<file path="config.mk">
export PLATFORM = sky130hd
export DESIGN_NAME = lsq_issue_arbiter
export DESIGN_NICKNAME = d
export VERILOG_FILES = /design/src/rtl/lsq_issue_arbiter_pkg.sv /design/src/rtl/lsq_issue_arbiter.sv
export SDC_FILE = /design/constraint.sdc
export NUM_CORES = 1
export LEC_CHECK = 0
export ABC_AREA = 1
export CORE_MARGIN = 4
export CORE_UTILIZATION = 51
export CTS_CLUSTER_SIZE = 24
export DETAILED_ROUTE_END_ITERATION = 10
export PLACE_DENSITY = 0.78
export REMOVE_ABC_BUFFERS = 1
export SYNTH_ARGS = -nofsm -noshare
export SYNTH_HDL_FRONTEND = slang
export SYNTH_SLANG_ARGS = --single-unit
</file>
<file path="constraint.sdc">
create_clock -name clk -period 2.8 [get_ports clk]
set_clock_uncertainty 0.2 [all_clocks]
set_input_delay 0.7 -clock clk [delete_from_list [all_inputs] [get_ports clk]]
set_output_delay 0.7 -clock clk [all_outputs]
set_load 0.05 [all_outputs]
</file>
<file path="src/rtl/lsq_issue_arbiter_pkg.sv">
// Shared types and helpers for the load/store issue arbiter.
package lsq_issue_arbiter_pkg;

    // Arbiter mode encoding (2 bits, legacy-compatible constants).
    typedef logic [1:0] lsq_arb_state_t;

    localparam lsq_arb_state_t ST_NORMAL      = 2'd0;
    localparam lsq_arb_state_t ST_STORE_BURST = 2'd1;
    localparam lsq_arb_state_t ST_FENCE_DRAIN = 2'd2;

    // Bits needed to hold the values 0..max_val, never less than one bit.
    function automatic int cnt_width(input int max_val);
        if (max_val < 1) begin
            return 1;
        end
        return $clog2(max_val + 1);
    endfunction

endpackage

</file>
<file path="src/rtl/lsq_issue_arbiter.sv">
// Load/store issue arbiter: picks the head load or head store for the LSU
// address stage each cycle. Loads win by default; a bounded load streak
// forces a short store burst, and a fence drains every store before
// signalling completion. A presented request is held until accepted.
//
// state          | meaning
// ---------------+------------------------------------------------------
// ST_NORMAL      | loads preferred, stores issued when full or no load
// ST_STORE_BURST | loads masked, issue up to DRAIN_BURST stores
// ST_FENCE_DRAIN | loads masked, issue stores until the queue is empty
module lsq_issue_arbiter
    import lsq_issue_arbiter_pkg::*;
#(
    parameter int LOAD_STREAK_MAX = 8,
    parameter int DRAIN_BURST     = 2
) (
    input  logic clk,
    input  logic rst,
    input  logic lq_valid,
    input  logic lq_store_conflict,
    input  logic sq_valid,
    input  logic sq_full,
    input  logic sq_empty,
    input  logic fence_req,
    input  logic issue_ready,
    output logic issue_valid,
    output logic issue_load,
    output logic lq_pop,
    output logic sq_pop,
    output logic fence_done,
    output logic starve_active
);

    localparam int SW = cnt_width(LOAD_STREAK_MAX);
    localparam int BW = cnt_width(DRAIN_BURST);

    localparam logic [SW-1:0] STREAK_LIMIT = SW'(LOAD_STREAK_MAX);
    localparam logic [BW-1:0] BURST_LIMIT  = BW'(DRAIN_BURST);

    lsq_arb_state_t  state_q;
    lsq_arb_state_t  state_d;
    logic [SW-1:0]   streak_q;
    logic [SW-1:0]   streak_d;
    logic [SW-1:0]   streak_post;
    logic [BW-1:0]   burst_q;
    logic [BW-1:0]   burst_d;
    logic [BW-1:0]   burst_post;
    logic            hold_valid_q;
    logic            hold_load_q;
    logic            hold_valid_d;
    logic            hold_load_d;

    logic            load_ok;
    logic            sel_valid;
    logic            sel_load;
    logic            load_issue;
    logic            store_issue;
    logic            drain_complete;

    // Pick the request to present; a held request always wins so the
    // downstream never sees a retraction or a type switch.
    always_comb begin
        load_ok   = lq_valid & ~lq_store_conflict & (state_q == ST_NORMAL);
        sel_valid = 1'b0;
        sel_load  = 1'b0;
        if (hold_valid_q) begin
            sel_valid = 1'b1;
            sel_load  = hold_load_q;
        end else if (state_q == ST_NORMAL) begin
            if (sq_full & sq_valid) begin
                sel_valid = 1'b1;
                sel_load  = 1'b0;
            end else if (load_ok) begin
                sel_valid = 1'b1;
                sel_load  = 1'b1;
            end else if (sq_valid) begin
                sel_valid = 1'b1;
                sel_load  = 1'b0;
            end
        end else if (sq_valid) begin
            sel_valid = 1'b1;
            sel_load  = 1'b0;
        end
    end

    // Handshake results and the hold register's next value.
    always_comb begin
        load_issue     = sel_valid & issue_ready & sel_load;
        store_issue    = sel_valid & issue_ready & ~sel_load;
        hold_valid_d   = sel_valid & ~issue_ready;
        hold_load_d    = sel_load;
        drain_complete = (state_q == ST_FENCE_DRAIN) & sq_empty & ~hold_valid_q;
    end

    // Counter values after this cycle's acceptance; transitions look at these.
    always_comb begin
        streak_post = streak_q;
        if (store_issue | ~sq_valid) begin
            streak_post = '0;
        end else if (load_issue && (streak_q != STREAK_LIMIT)) begin
            streak_post = streak_q + SW'(1);
        end

        burst_post = burst_q;
        if ((state_q == ST_STORE_BURST) && store_issue && (burst_q != BURST_LIMIT)) begin
            burst_post = burst_q + BW'(1);
        end
    end

    // Mode transitions; a fence outranks both the streak threshold and a
    // running store burst, and is ignored while a drain is already active.
    always_comb begin
        state_d  = state_q;
        streak_d = streak_post;
        burst_d  = burst_post;
        case (state_q)
            ST_NORMAL: begin
                if (fence_req) begin
                    state_d = ST_FENCE_DRAIN;
                end else if ((streak_post == STREAK_LIMIT) && sq_valid) begin
                    state_d  = ST_STORE_BURST;
                    streak_d = '0;
                    burst_d  = '0;
                end
            end
            ST_STORE_BURST: begin
                if (fence_req) begin
                    state_d = ST_FENCE_DRAIN;
                end else if ((burst_post == BURST_LIMIT) || ~sq_valid) begin
                    state_d = ST_NORMAL;
                end
            end
            ST_FENCE_DRAIN: begin
                if (drain_complete) begin
                    state_d  = ST_NORMAL;
                    streak_d = '0;
                end
            end
            default: begin
                state_d  = ST_NORMAL;
                streak_d = '0;
                burst_d  = '0;
            end
        endcase
    end

    // State, counters and hold register.
    always_ff @(posedge clk) begin
        if (rst) begin
            state_q      <= ST_NORMAL;
            streak_q     <= '0;
            burst_q      <= '0;
            hold_valid_q <= 1'b0;
            hold_load_q  <= 1'b0;
        end else begin
            state_q      <= state_d;
            streak_q     <= streak_d;
            burst_q      <= burst_d;
            hold_valid_q <= hold_valid_d;
            hold_load_q  <= hold_load_d;
        end
    end

    // Outputs are forced low in any cycle where reset is asserted.
    always_comb begin
        issue_valid   = sel_valid & ~rst;
        issue_load    = sel_load & sel_valid & ~rst;
        lq_pop        = load_issue & ~rst;
        sq_pop        = store_issue & ~rst;
        fence_done    = drain_complete & ~rst;
        starve_active = (state_q == ST_STORE_BURST) & ~rst;
    end

endmodule

</file>
==> results of run 1 <==
## power by group through the flow
stage,sequential [W],combinational [W],clock (W)
6_report,0.000175,0.000411,0.000132
4_1_cts,0.000174,0.000375,0.000134
5_1_grt,0.000175,0.000450,0.000141
2_1_floorplan,0.000173,0.000248,0
3_5_place_dp,0.000177,0.000368,0
3_3_place_gp,0.000176,0.000356,0
## registers in the layout, indices dropped and copies added (netlist names)
| signal | cells |
|---|---|
| streak_q | 4 |
| hold_load_q | 1 |
| state_q | 2 |
| hold_valid_q | 1 |
| burst_q | 2 |
## cells in the final DEF, fill, tap and decap left out, types with 2 or more instances in the layout
cell type        instances
nand2_2                  4
clkbuf_4                 3
clkdlybuf4s50_1          3
nor2_1                  20
buf_12                   6
nand3b_1                 2
dlymetal6s2s_1           5
nand2_1                 25
inv_1                   22
nor2_4                   2
a21oi_2                  3
nand4_1                  4
inv_2                    3
nand3_1                  5
o31ai_1                  2
buf_4                    8
xor2_1                   2
nand3_2                  4
ha_1                     6
dfxtp_1                 10
nor3_1                   5
nand2_4                  2
## cells by family after synthesis
family / count (synthesis) / share of synthesized area [%]
and+or+nand+nor: 77 / 44.3
AOI/OAI and AO/OA: 9 / 8.31
buffers and inverters: 27 / 12.5
xor gates and xnor gates: 2 / 2.01
DFF: 10 / 22.9
adders and majority gates: 7 / 10.0
## final cells by class
class / instances / area share, %
inverters: 26 / 8.11
flip-flops and latches: 10 / 16.2
repair buffers: 22 / 22.1
well taps: 16 / 1.62
clock buffers: 4 / 2.94
multi-input cells: 95 / 49.0
## metal layers
layer	vias up	part of all wire [%]	track usage [%]
met5	-	0	0
met3	6	4.3	6.42
met2	26	52	33.0
met4	0	1.8	5.53
met1	395	42	19.4
li1	464	-	-
## timing repair
| item | in CTS | in global routing |
|---|---|---|
| pin swaps | 1 | 8 |
| hold buffers | 0 | 0 |
| setup buffers | 1 | 0 |
| gates resized for setup | 3 | 15 |
| setup endpoints to repair | 3 | 5 |
## metrics by stage
stage               utilization, %  TNS, ps  cell area (um^2)  total power [W]  hold slack [ps]
global route                  79.2        0              1230         0.000767              365
floorplan                        -     -229               862         0.000422              303
CTS                           76.1    -53.4              1190         0.000683              351
global placement              72.8    -92.3              1130         0.000533              336
detailed placement            72.8     -164              1130         0.000545              341
finish                        79.2        0              1230         0.000717              353
## worst max-delay path: cells and delay by family (launching register included)
| family | cells | cell delay [ps] |
|---|---|---|
| flip-flops | 1 | 340 |
| buffers and inverters | 4 | 460 |
| adder cells (fa/ha/maj) | 1 | 190 |
| AND/OR/NAND/NOR | 5 | 510 |
## path summary, 6_finish.rpt
check / slack [ps] / to / cells past startpoint
worst min-delay path: 350 / state_q[1] / 2
worst max-delay path: 130 / lq_pop / 10
worst max register to register: 430 / burst_q[1] / 18
worst min register to register: 350 / state_q[1] / 2
==> reports/qor.csv, run 1 <==
stage,metric,value,unit
placed_design,pre-CTS setup slack,-105,ps
flow_run,maxcap violations,0,
floorplan,Initial Util,56.0,%
final_layout,P&R area growth vs syn,41.4,%
yosys,Synth top cells by count,"27 x nand2_1, 24 x inv_1, 22 x nor2_1, 10 x dfxtp_1, 7 x ha_1",
placed_design,PortBufs,14,
clocking,CTS Buffer Depth,2,
detailed_routing,DRT antenna net count,0,
pwr,VDD IR-drop max,510,uV
clocking,Clock Latency Late Sink,270,ps
yosys,"FF+latch count, synth",10,
global_route,first-pass GRT wire length,3.40,mm
yosys,most numerous cell in the Yosys netlist,nand2_1,
yosys,register area share after synthesis,22.9,%
global_route,GRT Total Usage,18.2,%
sta,final setup fails,0,
critical_path,CP peak stage delay,340,ps
global_route,initial antenna violation count,0,
pwr,Clk pwr share,18.4,%
critical_path,Critical R2R Launch,state_q[0],
final_layout,register area,200,um^2
floorplan,height of the chip,49.4,um
pwr,NetSw,0.000317,W
yosys,Post-synth EDFFs,0,
yosys,synth unique cells,24,
sta,f_max,0.374,GHz
yosys,"FFs w/ async S/R, synth",0,%
pwr,Power Internal,0.000400,W
pwr,switching share of power,44.2,%
sta,post-layout min period,2670,ps
global_route,largest net degree at the start of global routing,11,
yosys,Synth warnings,0,
yosys,"Top FF cell, synth",dfxtp_1,
final_layout,fill count,109,
critical_path,"Max FO, Critical Path",5,
critical_path,Setup CP Type,reg -> out,
pwr,Combinational Power Share,57.3,%
final_layout,Antenna Cells,0,
detailed_routing,drt via density,5.15,
detailed_routing,post-detailed-routing wire length,2.18,mm
sta,Least-Margin Pin Slew,476,ps
placed_design,GP Congestion,0.854,
sta,Final Cycle Share,95.5,%
yosys,Post-Synthesis Cells,132,
floorplan,I/O pin count,15,
final_layout,Finished Layout Cells,173,
final_layout,nets@finish,174,
clocking,TritonCTS clock tree,yes,
final_layout,area of the multi-input gates,606,um^2
detailed_routing,drt wl/cell,12.6,um
clocking,CTS buffer count,3,
hold_path,worst hold start,state_q[1],
floorplan,die area,0.00244,mm^2
clocking,clock root buffer,clkbuf_4,
critical_path,Crit path required time,1900,ps
critical_path,WP data arrival,1770,ps
critical_path,CP Cell Sequence,inv_1 > ha_4 > nand2_1 > nor2_2 > nand2_2 > nand2_4 > inv_4 > nor3_2 > buf_4 > buf_12,
sta,Slew headroom,68.2,%
critical_path,Crit-path slowest cell,dfxtp_1,
pwr,P_leak,0.646,nW
hold_path,Tightest Hold Check Type,reg -> reg,
floorplan,row cnt,14,
yosys,Area contributors post-synth,"dfxtp_1 23%, nand2_1 12%, inv_1 10%",
critical_path,crit end category,output pin,
sta,Setup WS post-layout,127,ps
yosys,"Avg Cell Area, Syn",6.62,um^2
clocking,Clock Pin Slew Worst Setup and Hold Paths,70,ps
pwr,Flop pwr share,24.3,%
sta,Final Hold Viols,0,
critical_path,CP startpoint kind,flip-flop,
detailed_routing,initial DRC count,17,
critical_path,CP Launch Point,state_q[0],
global_route,grt ovf,0,
sta,RSZ-0062 raised after global routing,false,
yosys,"area leader, netlist",dfxtp_1,
final_layout,share of cells above drive strength 1,27.4,%
pwr,Pwr Density,581,mW/mm^2
detailed_routing,1st-pass router iterations,5,
yosys,synthesized cell area,873,um^2
run_status,status,finished clean,
clocking,CTS H-tree lvls,1,
sta,Pins Over Slew Limit,0,
yosys,Synth top area share,22.9,%
detailed_routing,DRC viols,0,
detailed_routing,via count,891,
floorplan,die width,49.4,um
placed_design,Placed Cells,168,
clocking,Sink Count,10,
global_route,vias in the first global route,819,
floorplan,Core ar.,0.00156,mm^2
placed_design,DPL Wire Length,1.72,mm
Note: power is estimated with default switching activity, not from simulation.
==> run 2, diff against run 1 <==
--- a/config.mk
+++ b/config.mk
@@ -6,11 +6,13 @@
 export NUM_CORES = 1
 export LEC_CHECK = 0
 export ABC_AREA = 1
+export CELL_PAD_IN_SITES_DETAIL_PLACEMENT = 0
+export CELL_PAD_IN_SITES_GLOBAL_PLACEMENT = 2
 export CORE_MARGIN = 4
-export CORE_UTILIZATION = 51
+export CORE_UTILIZATION = 28
 export CTS_CLUSTER_SIZE = 24
 export DETAILED_ROUTE_END_ITERATION = 10
-export PLACE_DENSITY = 0.78
+export PLACE_DENSITY = 0.79
 export REMOVE_ABC_BUFFERS = 1
 export SYNTH_ARGS = -nofsm -noshare
 export SYNTH_HDL_FRONTEND = slang
==> reports/qor.csv, run 2 (synthesis gave the netlist of run 1 again) <==
stage,metric,value,unit,change
sta,Setup WS post-layout,70.3,ps,was 127 ps
global_route,largest net degree at the start of global routing,9,,was 11
clocking,Clock Pin Slew Worst Setup and Hold Paths,70,ps,about the same
floorplan,die width,63.9,um,was 49.4 um
final_layout,P&R area growth vs syn,42.4,%,was 41.4%
detailed_routing,via count,865,,was 891
clocking,CTS H-tree lvls,1,,unchanged
sta,Slew headroom,76.0,%,was 68.2%
critical_path,Crit path required time,1900,ps,about the same
floorplan,Core ar.,0.00303,mm^2,was 0.00156 mm^2
global_route,vias in the first global route,869,,was 819
clocking,CTS buffer count,3,,unchanged
detailed_routing,1st-pass router iterations,2,,was 5
detailed_routing,post-detailed-routing wire length,2.08,mm,was 2.18 mm
critical_path,WP data arrival,1830,ps,was 1770 ps
sta,setup TNS,0,ps,unchanged
sta,f_max,0.366,GHz,was 0.374 GHz
detailed_routing,DRT antenna net count,0,,unchanged
floorplan,height of the chip,63.9,um,was 49.4 um
final_layout,"most common cell after layout, fill and taps aside",nand2_1,,unchanged
final_layout,Antenna Cells,0,,unchanged
clocking,TritonCTS clock tree,yes,,unchanged
critical_path,crit end category,output pin,,unchanged
global_route,initial antenna violation count,0,,unchanged
clocking,Post-CTS Setup Inserts,0,,was 1
detailed_routing,DRC viols,0,,unchanged
final_layout,Top reg by flops,streak_q,,unchanged
final_layout,max FFs per register,4,,unchanged
final_layout,Regs by FF count,"streak_q (4), burst_q (2), state_q (2)",,unchanged
final_layout,most frequent cells in the layout,"26 x nand2_1, 23 x inv_1, 21 x nor2_1",,"was 25 x nand2_1, 22 x inv_1, 20 x nor2_1"
clocking,Clock Latency Late Sink,270,ps,about the same
sta,post-layout min period,2730,ps,was 2670 ps
global_route,grt ovf,0,,unchanged
clocking,CTS Buffer Depth,2,,unchanged
global_route,GRT Total Usage,11.6,%,was 18.2%
detailed_routing,drt via density,4.26,,was 5.15
floorplan,I/O pin count,15,,unchanged
pwr,P_leak,0.614,nW,was 0.646 nW
final_layout,nets@finish,177,,was 174
floorplan,row cnt,20,,was 14
sta,Pins Over Slew Limit,0,,unchanged
pwr,Pwr Density,528,mW/mm^2,was 581 mW/mm^2
critical_path,CP startpoint kind,input port,,was flip-flop
placed_design,GP Congestion,0.774,,was 0.854
detailed_routing,drt wl/cell,10.3,um,was 12.6 um
placed_design,DPL Wire Length,1.74,mm,was 1.72 mm
sta,Final Cycle Share,97.5,%,was 95.5%
final_layout,share of cells above drive strength 1,26.4,%,was 27.4%
flow_run,maxcap violations,0,,unchanged
clocking,clock root buffer,clkbuf_4,,unchanged
hold_path,Tightest Hold Check Type,reg -> reg,,unchanged
floorplan,Initial Util,28.8,%,was 56.0%
floorplan,die area,0.00408,mm^2,was 0.00244 mm^2
run_status,status,finished clean,,unchanged
detailed_routing,initial DRC count,13,,was 17
final_layout,final instance area,0.00124,mm^2,was 0.00123 mm^2
clocking,Sink Count,10,,unchanged
critical_path,"Max FO, Critical Path",3,,was 5
clocking,cts hold-fix bufs,0,,unchanged
final_layout,fill count,327,,was 109
sta,Least-Margin Pin Slew,359,ps,was 476 ps
critical_path,Setup CP Type,in -> out,,was reg -> out
placed_design,pre-CTS setup slack,-45.3,ps,was -105 ps
sta,RSZ-0062 raised after global routing,false,,unchanged
sta,Final Hold Viols,0,,unchanged
placed_design,dpl cell area,0.00120,mm^2,was 0.00113 mm^2
global_route,first-pass GRT wire length,3.71,mm,was 3.40 mm
placed_design,PortBufs,14,,unchanged
sta,final setup fails,0,,unchanged
pwr,VDD IR-drop max,306,uV,was 510 uV
[run 2: power by group]
group | internal (W) | switching (W) | total (W) | leakage (nW)
Sequential | 0.000159 | 0.0000154 | 0.000174 | 0.0813
Combinational | 0.000149 | 0.000232 | 0.000381 | 0.519
Clock | 0.0000497 | 0.0000518 | 0.000101 | 0.0138
Total | 0.000358 | 0.000299 | 0.000657 | 0.614
[run 2: area by class of cell]
cell class	count	area, um^2	share of cell area, %
Sequential cell	10	200	16.1
Multi-Input combinational cell	95	586	47.1
Tap cell	44	55.1	4.43
Clock buffer	3	22.5	1.81
Timing Repair Buffer	25	283	22.7
Inverter	26	97.6	7.85
[run 2: worst max-delay path: stages]
cell             delay [ps]
clkdlybuf4s50_1         420
a21oi_2                 130
nand2_1                  90
nand2_4                  90
inv_2                    50
nor3_2                   90
buf_4                   140
buf_12                  120
[run 2: repair_timing]
| item | CTS | global route |
|---|---|---|
| endpoints found under the hold margin | 0 | 0 |
| pin swaps | 5 | 6 |
| endpoints found under the setup margin | 2 | 3 |
| resized for setup | 5 | 5 |
[run 2: path summary, 6_finish.rpt]
| kind | cells past startpoint | endpoint | from | slack [ps] |
|---|---|---|---|---|
| worst min-delay path | 2 | state_q[1] | state_q[1] | 350 |
| worst max register to register | 16 | state_q[1] | state_q[0] | 530 |
| worst max-delay path | 8 | lq_pop | sq_full | 70 |
| worst min register to register | 2 | state_q[1] | state_q[1] | 350 |
[run 2: metrics by stage]
step / hold WS (ps) / util [%] / power, W / cells
after detailed placement: 338 / 39.6 / 0.000553 / 200
after floorplan: 303 / - / 0.000422 / 131
final: 354 / 41.1 / 0.000657 / 203
after global routing: 389 / 41.1 / 0.000725 / 203
after global placement: 333 / 39.6 / 0.000552 / 200
after CTS: 355 / 40.5 / 0.000663 / 203
[run 2: routing by layer]
metal	track usage [%]	up-vias	share of wire (%)	routed length, um
met5	0	-	0	0
met4	2.43	0	0.48	10
met3	3.69	2	2.5	51
met2	20.4	9	50	1040
met1	13.6	387	47	979
li1	-	467	-	-
==> run 3, diff against run 2 <==
--- a/config.mk
+++ b/config.mk
@@ -12,7 +12,7 @@
 export CORE_UTILIZATION = 28
 export CTS_CLUSTER_SIZE = 24
 export DETAILED_ROUTE_END_ITERATION = 10
-export PLACE_DENSITY = 0.79
+export PLACE_DENSITY = 0.76
 export REMOVE_ABC_BUFFERS = 1
 export SYNTH_ARGS = -nofsm -noshare
 export SYNTH_HDL_FRONTEND = slang
==> constraint.sdc (replaced) <==
create_clock -name clk -period 2.8 [get_ports clk]
set_clock_uncertainty 0.2 [all_clocks]
set_input_delay 0.84 -clock clk [delete_from_list [all_inputs] [get_ports clk]]
set_output_delay 0.84 -clock clk [all_outputs]
set_load 0.05 [all_outputs]
==> reports/qor.csv, run 3 (synthesis gave the netlist of run 1 again) <==
stage,metric,value,unit,change
floorplan,row cnt,20,,unchanged
critical_path,Setup CP Type,in -> out,,unchanged
sta,post-layout min period,2700,ps,was 2730 ps
sta,Final Cycle Share,96.5,%,was 97.5%
detailed_routing,DRC viols,0,,unchanged
sta,RSZ-0062 raised after global routing,false,,unchanged
global_route,GRT Total Usage,11.9,%,was 11.6%
flow_run,maxcap violations,0,,unchanged
critical_path,CP startpoint kind,input port,,unchanged
floorplan,Initial Util,28.8,%,unchanged
clocking,TritonCTS clock tree,yes,,unchanged
clocking,Sink Count,10,,unchanged
critical_path,worst r2r path cells,19,,was 16
final_layout,nets@finish,183,,was 177
clocking,CTS H-tree lvls,1,,unchanged
detailed_routing,1st-pass router iterations,4,,was 2
global_route,initial antenna violation count,0,,unchanged
sta,final setup fails,0,,unchanged
final_layout,Finished Layout Cells,210,,was 203
sta,setup TNS,0,ps,unchanged
pwr,VDD IR-drop max,365,uV,was 306 uV
final_layout,most frequent cells in the layout,"25 x nand2_1, 20 x nor2_1, 19 x inv_1",,"was 26 x nand2_1, 23 x inv_1, 21 x nor2_1"
critical_path,"Max FO, Critical Path",3,,unchanged
floorplan,I/O pin count,15,,unchanged
global_route,largest net degree at the start of global routing,10,,was 9
critical_path,CP peak stage delay,140,ps,was 420 ps
clocking,CTS Buffer Depth,2,,unchanged
detailed_routing,drt via density,4.28,,was 4.26
critical_path,CP Cell Sequence,buf_2 > a21oi_2 > nand2_1 > nand2_4 > inv_4 > nor3_2 > buf_4 > buf_12,,was clkdlybuf4s50_1 > a21oi_2 > nand2_1 > nand2_4 > inv_2 > nor3_2 > buf_4 > buf_12
placed_design,GP Congestion,0.781,,was 0.774
clocking,CTS buffer count,3,,unchanged
sta,Final Hold Viols,0,,unchanged
hold_path,worst hold stages,2,,unchanged
critical_path,WP data arrival,1660,ps,was 1830 ps
sta,Setup WS post-layout,97.5,ps,was 70.3 ps
final_layout,Antenna Cells,0,,unchanged
run_status,status,finished clean,,unchanged
clocking,Clock Pin Slew Worst Setup and Hold Paths,70,ps,about the same
placed_design,DPL Wire Length,1.80,mm,was 1.74 mm
detailed_routing,via count,898,,was 865
sta,Slew headroom,77.1,%,was 76.0%
final_layout,max FFs per register,4,,unchanged
detailed_routing,DRT antenna net count,0,,unchanged
critical_path,Crit-path slowest cell,buf_4,,was clkdlybuf4s50_1
placed_design,pre-CTS setup slack,-325,ps,was -45.3 ps
pwr,P_leak,0.654,nW,was 0.614 nW
final_layout,"most common cell after layout, fill and taps aside",nand2_1,,unchanged
final_layout,share of cells above drive strength 1,37.3,%,was 26.4%
placed_design,PortBufs,14,,unchanged
global_route,vias in the first global route,919,,was 869
global_route,grt ovf,0,,unchanged
critical_path,Crit path required time,1760,ps,was 1900 ps
detailed_routing,initial DRC count,7,,was 13
critical_path,crit end category,output pin,,unchanged
sta,f_max,0.370,GHz,was 0.366 GHz
sta,Pins Over Slew Limit,0,,unchanged
placed_design,Placed Cells,202,,was 200
clocking,cts hold-fix bufs,0,,unchanged
floorplan,Core ar.,0.00303,mm^2,unchanged
global_route,first-pass GRT wire length,3.79,mm,was 3.71 mm
floorplan,die area,0.00408,mm^2,unchanged
final_layout,P&R area growth vs syn,50.1,%,was 42.4%
detailed_routing,drt wl/cell,10.2,um,was 10.3 um
final_layout,Final Util,43.3,%,was 41.1%
clocking,Clock Latency Late Sink,280,ps,was 270 ps
critical_path,r2r setup slk,400,ps,was 530 ps
clocking,clock root buffer,clkbuf_4,,unchanged
final_layout,Regs by FF count,"streak_q (4), burst_q (2), state_q (2)",,unchanged
sta,Least-Margin Pin Slew,342,ps,was 359 ps
detailed_routing,post-detailed-routing wire length,2.15,mm,was 2.08 mm
final_layout,Top reg by flops,streak_q,,unchanged
pwr,Pwr Density,564,mW/mm^2,was 528 mW/mm^2
hold_path,Tightest Hold Check Type,reg -> reg,,unchanged
floorplan,die width,63.9,um,unchanged
floorplan,height of the chip,63.9,um,unchanged
==> run 3: cell count changes in the layout (fill, tap and decap cells not counted), sizes merged <==
cell | before | now
clkbuf | 3 | 5
dlygate4sd2 | 2 | 1
buf | 17 | 27
clkdlybuf4s50 | 5 | 1
==> run 3: where the power goes <==
group | internal [W] | total, W | leakage [nW] | switching (W)
Sequential | 0.000159 | 0.000176 | 0.0813 | 0.0000171
Combinational | 0.000177 | 0.000423 | 0.552 | 0.000246
Clock | 0.0000793 | 0.000140 | 0.0210 | 0.0000610
==> run 3: routing by layer <==
layer	share of wire, %	up-vias	global-route usage, %
met2	50	8	21.3
met5	0	-	0
met3	2.5	4	3.16
met4	2.2	0	5.66
met1	45	405	12.9
li1	-	481	-
==> run 3: cell type report <==
cell class                      count  area, um^2
Clock buffer                        4        36.3
Fill cell                         343        1720
Inverter                           26         100
Multi-Input combinational cell     95         616
Sequential cell                    10         200
Tap cell                           44        55.1
Timing Repair Buffer               31         304
==> run 3: repair_timing <==
| action | CTS | global route |
|---|---|---|
| resized for setup | 27 | 12 |
| endpoints found under the setup margin | 6 | 5 |
| pin swaps | 9 | 8 |
| setup buffers | 3 | 1 |
==> run 3: metrics by stage <==
| stage | total power (W) | cell area [um^2] | hold WS (ps) |
|---|---|---|---|
| 2_1_floorplan | 0.000422 | 862 | 303 |
| 3_3_place_gp | 0.000557 | 1210 | 338 |
| 3_5_place_dp | 0.000556 | 1210 | 340 |
| 4_1_cts | 0.000733 | 1290 | 356 |
| 5_1_grt | 0.000804 | 1310 | 374 |
| 6_report | 0.000739 | 1310 | 347 |
==> run 3: worst max-delay path, delay by kind of cell <==
family          cells  cell delay, ps
simple gates        3             280
buf+inv             4             420
compound gates      1             120
==> run 3: path summary, 6_finish.rpt <==
kind | end | from
setup / recovery | lq_pop | sq_valid
hold / removal | state_q[0] | state_q[0]
setup reg to reg | burst_q[0] | state_q[1]
hold reg to reg | state_q[0] | state_q[0]
